`src/rtl/prog_load_ctrl.sv`:
```
// prog_load_ctrl: run-control FSM and memory write arbiter between an external
// program loader, the CPU and the shared memory write port.
//
// IDLE -> LOAD streams host beats into memory at an auto-incrementing address
// while the CPU is held in reset. RUN gates the CPU clock on and forwards CPU
// stores to memory. HALT freezes the CPU (clock off, reset released).
//
// Optional feature macro: PROG_LOAD_CHECKSUM_EN adds the host_csum input and a
// running session sum that is compared on the last beat.
//
// Ports:
//   clk, resetn              clock, synchronous active-low reset
//   host_load/run/halt       command pulses (priority load > run > halt)
//   host_wvalid/wdata/wlast  host data beats, host_wready = state is LOAD
//   host_csum                expected session sum (checksum build only)
//   cpu_wen/wadrs/wdata      CPU store request, forwarded only in RUN
//   mem_wen/wadrs/wdata      registered memory write port
//   cpu_ce, cpu_resetn       CPU clock enable / reset decoded from state
//   state                    IDLE=00 LOAD=01 RUN=10 HALT=11
//   load_count               words written in current/last session
//   err                      sticky session error (overflow / checksum)
module prog_load_ctrl #(
  parameter int DATA_W   = 32,
  parameter int ADDR_W   = 11,
  parameter int BASE_ADR = 0
) (
  input  logic              clk,
  input  logic              resetn,
  input  logic              host_load,
  input  logic              host_run,
  input  logic              host_halt,
  input  logic              host_wvalid,
  input  logic [DATA_W-1:0] host_wdata,
  input  logic              host_wlast,
`ifdef PROG_LOAD_CHECKSUM_EN
  input  logic [DATA_W-1:0] host_csum,
`endif
  output logic              host_wready,
  input  logic              cpu_wen,
  input  logic [ADDR_W-1:0] cpu_wadrs,
  input  logic [DATA_W-1:0] cpu_wdata,
  output logic              mem_wen,
  output logic [ADDR_W-1:0] mem_wadrs,
  output logic [DATA_W-1:0] mem_wdata,
  output logic              cpu_ce,
  output logic              cpu_resetn,
  output logic [1:0]        state,
  output logic [ADDR_W:0]   load_count,
  output logic              err
);

  typedef enum logic [1:0] {
    ST_IDLE = 2'b00,
    ST_LOAD = 2'b01,
    ST_RUN  = 2'b10,
    ST_HALT = 2'b11
  } state_t;

  // load_count is one bit wider than the address so a full memory is
  // distinguishable from an empty one; a beat arriving at DEPTH is overflow.
  localparam logic [ADDR_W:0]   DEPTH = {1'b1, {ADDR_W{1'b0}}};
  localparam logic [ADDR_W-1:0] BASE  = ADDR_W'(BASE_ADR);

  state_t              state_q, state_d;
  logic [ADDR_W-1:0]   addr_q, addr_d;
  logic [ADDR_W:0]     cnt_q, cnt_d;
  logic                err_q, err_d;
  logic                mem_wen_q, mem_wen_d;
  logic [ADDR_W-1:0]   mem_wadrs_q, mem_wadrs_d;
  logic [DATA_W-1:0]   mem_wdata_q, mem_wdata_d;
  logic                start_load;
`ifdef PROG_LOAD_CHECKSUM_EN
  logic [DATA_W-1:0]   sum_q, sum_d;
`endif

  always_comb begin
    state_d     = state_q;
    addr_d      = addr_q;
    cnt_d       = cnt_q;
    err_d       = err_q;
    mem_wen_d   = 1'b0;
    mem_wadrs_d = mem_wadrs_q;
    mem_wdata_d = mem_wdata_q;
    start_load  = 1'b0;
`ifdef PROG_LOAD_CHECKSUM_EN
    sum_d       = sum_q;
`endif
    case (state_q)
      ST_IDLE: begin
        if (host_load)               start_load = 1'b1;
        else if (host_run && !err_q) state_d    = ST_RUN;
      end
      ST_LOAD: begin
        if (host_wvalid) begin
          if (cnt_q == DEPTH) begin
            err_d   = 1'b1;
            state_d = ST_IDLE;
          end else begin
            mem_wen_d   = 1'b1;
            mem_wadrs_d = addr_q;
            mem_wdata_d = host_wdata;
            addr_d      = addr_q + ADDR_W'(1);
            cnt_d       = cnt_q + (ADDR_W+1)'(1);
`ifdef PROG_LOAD_CHECKSUM_EN
            sum_d       = sum_q + host_wdata;
`endif
            if (host_wlast) begin
              state_d = ST_IDLE;
`ifdef PROG_LOAD_CHECKSUM_EN
              // Sum includes the last word itself.
              if (sum_q + host_wdata != host_csum) err_d = 1'b1;
`endif
            end
          end
        end
      end
      ST_RUN: begin
        // A store sampled on the halting edge is still forwarded.
        if (cpu_wen) begin
          mem_wen_d   = 1'b1;
          mem_wadrs_d = cpu_wadrs;
          mem_wdata_d = cpu_wdata;
        end
        if (host_halt) state_d = ST_HALT;
      end
      default: begin  // ST_HALT
        if (host_load)     start_load = 1'b1;
        else if (host_run) state_d    = ST_RUN;
      end
    endcase
    if (start_load) begin
      state_d = ST_LOAD;
      addr_d  = BASE;
      cnt_d   = '0;
      err_d   = 1'b0;
`ifdef PROG_LOAD_CHECKSUM_EN
      sum_d   = '0;
`endif
    end
  end

  always_ff @(posedge clk) begin
    if (!resetn) begin
      state_q     <= ST_IDLE;
      addr_q      <= '0;
      cnt_q       <= '0;
      err_q       <= 1'b0;
      mem_wen_q   <= 1'b0;
      mem_wadrs_q <= '0;
      mem_wdata_q <= '0;
`ifdef PROG_LOAD_CHECKSUM_EN
      sum_q       <= '0;
`endif
    end else begin
      state_q     <= state_d;
      addr_q      <= addr_d;
      cnt_q       <= cnt_d;
      err_q       <= err_d;
      mem_wen_q   <= mem_wen_d;
      mem_wadrs_q <= mem_wadrs_d;
      mem_wdata_q <= mem_wdata_d;
`ifdef PROG_LOAD_CHECKSUM_EN
      sum_q       <= sum_d;
`endif
    end
  end

  assign state       = state_q;
  assign cpu_ce      = (state_q == ST_RUN);
  assign cpu_resetn  = (state_q == ST_RUN) || (state_q == ST_HALT);
  assign host_wready = (state_q == ST_LOAD);
  assign mem_wen     = mem_wen_q;
  assign mem_wadrs   = mem_wadrs_q;
  assign mem_wdata   = mem_wdata_q;
  assign load_count  = cnt_q;
  assign err         = err_q;

endmodule
```
`config.mk`:
```
export PLATFORM = sky130hd
export DESIGN_NAME = prog_load_ctrl
export DESIGN_NICKNAME = d
export VERILOG_FILES = /design/src/rtl/prog_load_ctrl.sv
export SDC_FILE = /design/constraint.sdc
export NUM_CORES = 1
export LEC_CHECK = 0
export CAP_MARGIN = 0
export CORE_MARGIN = 1
export CORE_UTILIZATION = 35
export DETAILED_ROUTE_END_ITERATION = 8
export PLACE_DENSITY_LB_ADDON = 0.05
export SETUP_SLACK_MARGIN = 0.4
export SLEW_MARGIN = 20
export SYNTH_ARGS = -nofsm -noshare
export SYNTH_HDL_FRONTEND = slang
export SYNTH_SLANG_ARGS = --single-unit
```
`constraint.sdc`:
```
create_clock -name clk -period 5.3 [get_ports clk]
set_clock_uncertainty 0.05 [all_clocks]
set_input_delay 1.06 -clock clk [delete_from_list [all_inputs] [get_ports clk]]
set_output_delay 1.06 -clock clk [all_outputs]
set_load 0.01 [all_outputs]
```
==> results.yml, run 1 <==
finish:
  layout_commonest_cell: "clkdlybuf4s50_1"
  syn_to_final_growth_pct: 49.6
  stdcell_area_um2: 5240
  finalNetCount: 621
  drive_gt1_frac: 0.0523
  diodes: 0
  final_cell_mix: "clkdlybuf4s50_1 (143), dfxtp_1 (70), nor2_1 (57), inv_1 (49), o221a_1 (43)"
sta:
  hold_violations: 0
  fmax_ghz: 0.265
  timing.setup.tns_ps: 0
  slew_headroom: 0.312
  final-setup-viol-count: 0
  worstMarginPinSlew_ps: 1030
  worst_slack_ps: 1530
  period_share: 0.712
  rsz0062_at_grt: "no"
  finalCriticalPeriod_ps: 3770
  slew_viol_final: 0
  timing.hold.ws_ps: 446
clock_network:
  postCtsHoldBufs: 0
  clk_pin_slew_ps: 70
  clock-root-buffer: "clkbuf_8"
  cts_tree: "done"
  clock_latency_ps: 340
  postCtsSetupBuffers: 0
  cts_made_buffers: 9
  clockBufferDepth: 2
  cts-resized-gates: 0
  h-tree-depth: 3
  cts.sinks: 70
grt:
  gr-total-overflow: 0
  grt_start_max_net_pins: 50
  antenna_found_initial: 0
  grt_pass1_vias: 3169
  grt_pass1_wl_mm: 15.9
  grt_use_total: 0.194
synth:
  syn_inst: 406
  synth_edf_count: 0
  synth_nets: 497
  yosysWarnings: 0
  synth_seq_area_share: 0.400
  netlist_area_um2: 3500
  ys_dominant_reg_cell: "dfxtp_1"
  async_reset_ff_frac: 0
  synth.avg_cell_area_um2: 8.63
  synth_cell_types: 38
  ys_ff_latch: 70
drt:
  drtIter0Drc: 97
  m1WireLength_mm: 4.71
  wl_met3_um: 642
  top_layer_used: "met4"
  dr_wl_met2_mm: 4.46
  drcViolationCount: 0
  via_per_inst: 5.15
  drt-total-wl_mm: 9.97
  antenna_left: 0
  via_count: 3439
  firstDrtPassIters: 6
  wl_per_cell_um: 14.9
floorplan:
  io_pins: 145
  fp-row-count: 36
  dieArea_um2: 10400
  die_h_um: 102
  die_w_um: 102
  core_area_um2: 9730
  initial_core_util: 0.360
place:
  placed_area_um2: 4970
  pre_cts_slack_ps: 1910
  io_buffers: 144
  place_congestion: 0.797
  dp_hpwl_mm: 6.79
setup_path:
  reg2regPathDepth: 6
  cpPeakStageDelay_ps: 680
  crit_fanout: 49
  timing.rr.start: "load_count[0]$_SDFFE_PP0P_"
  cp.depth: 4
  crit_path_start_kind: "flop"
  cp.required_ps: 4190
  crit_start: "state[0]$_SDFFE_PN0P_"
  arrival_ps: 2660
  crit_type: "reg -> out"
  end_kind: "output pin"
  crit_slowest_cell: "ha_2"
  crit_family: "buffers and inverters"
  cp_num_buf_inv: 3
  crit_chain: "inv_1 > ha_2 > buf_4 > clkdlybuf4s50_1"
  r2r_end: "mem_wdata[3]$_SDFFE_PN0P_"
  endpoint: "cpu_ce"
  r2r_slack_ps: 2600
power_and_ir_drop:
  power_density_nw_per_um2: 398
  p_leak_uw: 0.00202
  vdd_drop_max_uv: 159
run_status:
  status: "finished clean"
min_path:
  holdCritPathClass: "reg -> reg"
job:
  drv_cap: 0
==> worst min-delay path by stage <==
stage	startpoint	end	slack, ps	cells past startpoint
6_report	load_count[11]$_SDFFE_PP0P_	load_count[11]$_SDFFE_PP0P_	450	2
5_1_grt	addr_q[10]$_SDFFE_PP0P_	addr_q[10]$_SDFFE_PP0P_	470	2
4_1_cts	load_count[11]$_SDFFE_PP0P_	load_count[11]$_SDFFE_PP0P_	450	2
3_5_place_dp	addr_q[10]$_SDFFE_PP0P_	addr_q[10]$_SDFFE_PP0P_	430	2
3_3_place_gp	addr_q[10]$_SDFFE_PP0P_	addr_q[10]$_SDFFE_PP0P_	430	2
2_1_floorplan	addr_q[10]$_SDFFE_PP0P_	addr_q[10]$_SDFFE_PP0P_	400	2
==> power by group <==
part | total, uW | switching, uW | internal (uW)
sequential | 723 | 69.9 | 653
clock | 566 | 206 | 361
combinational | 794 | 372 | 422
total | 2080 | 647 | 1440
==> sequential cells by signal, summed over array words and instances (netlist names) <==
name,flops
mem_wadrs,11
err,1
addr_q,11
state,2
load_count,12
mem_wen,1
mem_wdata,32
==> through the flow <==
step	total power (uW)	utilization	cells
finish	2080	0.538	668
global route	2200	0.538	668
CTS	2100	0.538	668
detailed placement	1530	0.511	652
global placement	1530	0.511	652
floorplan	1160	-	406
==> cell usage after synthesis (6+ instances only) <==
cell / n / area [um^2]
dfxtp_1: 70 / 1400
nor2_1: 57 / 214
inv_1: 49 / 184
o221a_1: 43 / 484
a31oi_1: 41 / 257
clkbuf_1: 25 / 93.8
a21oi_1: 13 / 65.1
ha_1: 8 / 100
nand2_1: 8 / 30.0
nand3_1: 8 / 40.0
nand4_1: 7 / 43.8
o21ai_0: 6 / 30.0
or3_1: 6 / 37.5
or4_1: 6 / 45.0
xor2_1: 6 / 52.6
==> worst min-delay path, stage by stage, from the launching register on <==
cell,delay [ps]
dfxtp_1,340
o41ai_1,60
a21oi_1,50
==> cell type report <==
type / instances / area [um^2]
clock buffers: 10 / 128
clock inverters: 6 / 134
fillers: 948 / 4490
inverters: 49 / 184
multi-input cells: 252 / 1760
flip-flops and latches: 70 / 1400
well taps: 133 / 166
repair buffers: 148 / 1470
==> layer usage <==
metal | global-route usage | up-vias
met5 | 0 | -
met4 | 0.0725 | 0
met3 | 0.0397 | 10
met2 | 0.312 | 109
met1 | 0.256 | 1601
li1 | - | 1719
==> cells by family (layout without fill, tap and decap cells) <==
group	count (synthesis)	after routing	share of synthesized area
buffers and inverters	84	213	0.103
and+or+nand+nor	114	114	0.162
DFF	70	70	0.400
xor gates and xnor gates	10	10	0.0250
AOI/OAI and AO/OA	118	118	0.276
muxes	2	2	0.00572
adders and majority gates	8	8	0.0286
Power figures use the tool's default switching activity.
==> inputs of run 2 (changes only) <==
==> constraint.sdc (replaced) <==
create_clock -name clk -period 3.2 [get_ports clk]
set_clock_uncertainty 0.05 [all_clocks]
set_input_delay 0.64 -clock clk [delete_from_list [all_inputs] [get_ports clk]]
set_output_delay 0.64 -clock clk [all_outputs]
set_load 0.01 [all_outputs]
==> run 2 against run 1 <==
Die area unchanged. Critical path depth up 2. Final area fell by 0.98%. Power up 54%. Flip-flop and latch count unchanged. Count of clock-buffer cells in the layout stayed put. First-iteration DRC count rose by 46%. Sequential power is 66% higher. Routed wire length increased by 3.0%. Sequential share of layout area increased by 0.26 points. Critical path type is now reg -> reg. Largest cell class unchanged.
==> results.yml, run 2 (synthesis results as in run 1) <==
drt:
  drcViolationCount: 0
  antenna_left: 0
  via_count: 3497
  via_per_inst: 5.22
  drt-total-wl_mm: 10.3
  wl_per_cell_um: 15.3
  firstDrtPassIters: 4
  drtIter0Drc: 142
clock_network:
  postCtsHoldBufs: 0
  clockBufferDepth: 2
  cts.sinks: 70
  postCtsSetupBuffers: 0
  h-tree-depth: 3
  clock_latency_ps: 330
  cts_tree: "done"
  cts-resized-gates: 0
  clk_pin_slew_ps: 70
  cts_made_buffers: 9
  clock-root-buffer: "clkbuf_8"
setup_path:
  crit_path_start_kind: "flop"
  crit_type: "reg -> reg"
  cp.required_ps: 3360
  crit_fanout: 43
  arrival_ps: 2810
  end_kind: "flop"
sta:
  final-setup-viol-count: 0
  slew_headroom: 0.432
  worstMarginPinSlew_ps: 852
  period_share: 0.827
  hold_violations: 0
  timing.setup.tns_ps: 0
  timing.hold.ws_ps: 451
  slew_viol_final: 0
  fmax_ghz: 0.378
  finalCriticalPeriod_ps: 2650
  rsz0062_at_grt: "no"
finish:
  layout_commonest_cell: "clkdlybuf4s50_1"
  finalNetCount: 624
  final_cell_mix: "clkdlybuf4s50_1 (143), dfxtp_1 (70), nor2_1 (57), inv_1 (49), o221a_1 (43)"
  syn_to_final_growth_pct: 48.1
  largest_reg_flops: 32
  drive_gt1_frac: 0.0596
  diodes: 0
grt:
  grt_start_max_net_pins: 55
  grt_pass1_wl_mm: 15.7
  gr-total-overflow: 0
  antenna_found_initial: 0
  grt_pass1_vias: 3164
  grt_use_total: 0.195
floorplan:
  dieArea_um2: 10400
  fp-row-count: 36
  die_w_um: 102
  core_area_um2: 9730
  initial_core_util: 0.360
  die_h_um: 102
  io_pins: 145
place:
  io_buffers: 144
  place_congestion: 0.806
  dp_hpwl_mm: 7.11
power_and_ir_drop:
  p_leak_uw: 0.00200
  power_density_nw_per_um2: 620
  vdd_drop_max_uv: 266
run_status:
  status: "finished clean"
min_path:
  holdCritPathClass: "reg -> reg"
job:
  drv_cap: 0
## run 2: report_power, final
part           internal (uW)  switching [uW]
Sequential              1080             120
Clock                    372             321
Combinational            704             618
## run 2: area by class of cell
class / count / area [um^2]
fillers: 947 / 4540
multi-input cells: 252 / 1760
repair buffers: 151 / 1490
flip-flops and latches: 70 / 1400
inverters: 49 / 184
well taps: 133 / 166
clock buffers: 10 / 138
clock inverters: 5 / 50.0
## run 2: critical path, stage by stage, from the launching register on
cell and delay [ps]:
dfxtp_1 340, inv_1 100, ha_1 140, or4b_4 490
or4_1 510, and3_2 500, o221a_1 380
## run 2: stage by stage
| stage | instances | total power [uW] | cell area, um^2 | util | setup slack [ps] |
|---|---|---|---|---|---|
| after floorplan | 406 | 1930 | 3500 | - | 819 |
| after global placement | 655 | 2530 | 4990 | 0.513 | 597 |
| after detailed placement | 655 | 2550 | 4990 | 0.513 | 547 |
| after CTS | 670 | 3250 | 5180 | 0.532 | 518 |
| after global routing | 670 | 3410 | 5190 | 0.533 | 439 |
| final | 670 | 3220 | 5190 | 0.533 | 555 |
## run 2: layer usage
metal / vias to the layer above / wire [um] / global-route usage
met5: - / 0 / 0
met1: 1636 / 4830 / 0.249
met3: 14 / 646 / 0.0479
met2: 117 / 4600 / 0.322
met4: 0 / 185 / 0.0637
li1: 1730 / - / -
## run 2: path summary, 6_finish.rpt
check	from	slack, ps	cells after the start	end
worst min register to register	load_count[11]$_SDFFE_PP0P_	450	2	load_count[11]$_SDFFE_PP0P_
worst max-delay path	load_count[0]$_SDFFE_PP0P_	550	6	mem_wdata[1]$_SDFFE_PN0P_
worst min-delay path	load_count[11]$_SDFFE_PP0P_	450	2	load_count[11]$_SDFFE_PP0P_
worst max register to register	load_count[0]$_SDFFE_PP0P_	550	6	mem_wdata[1]$_SDFFE_PN0P_
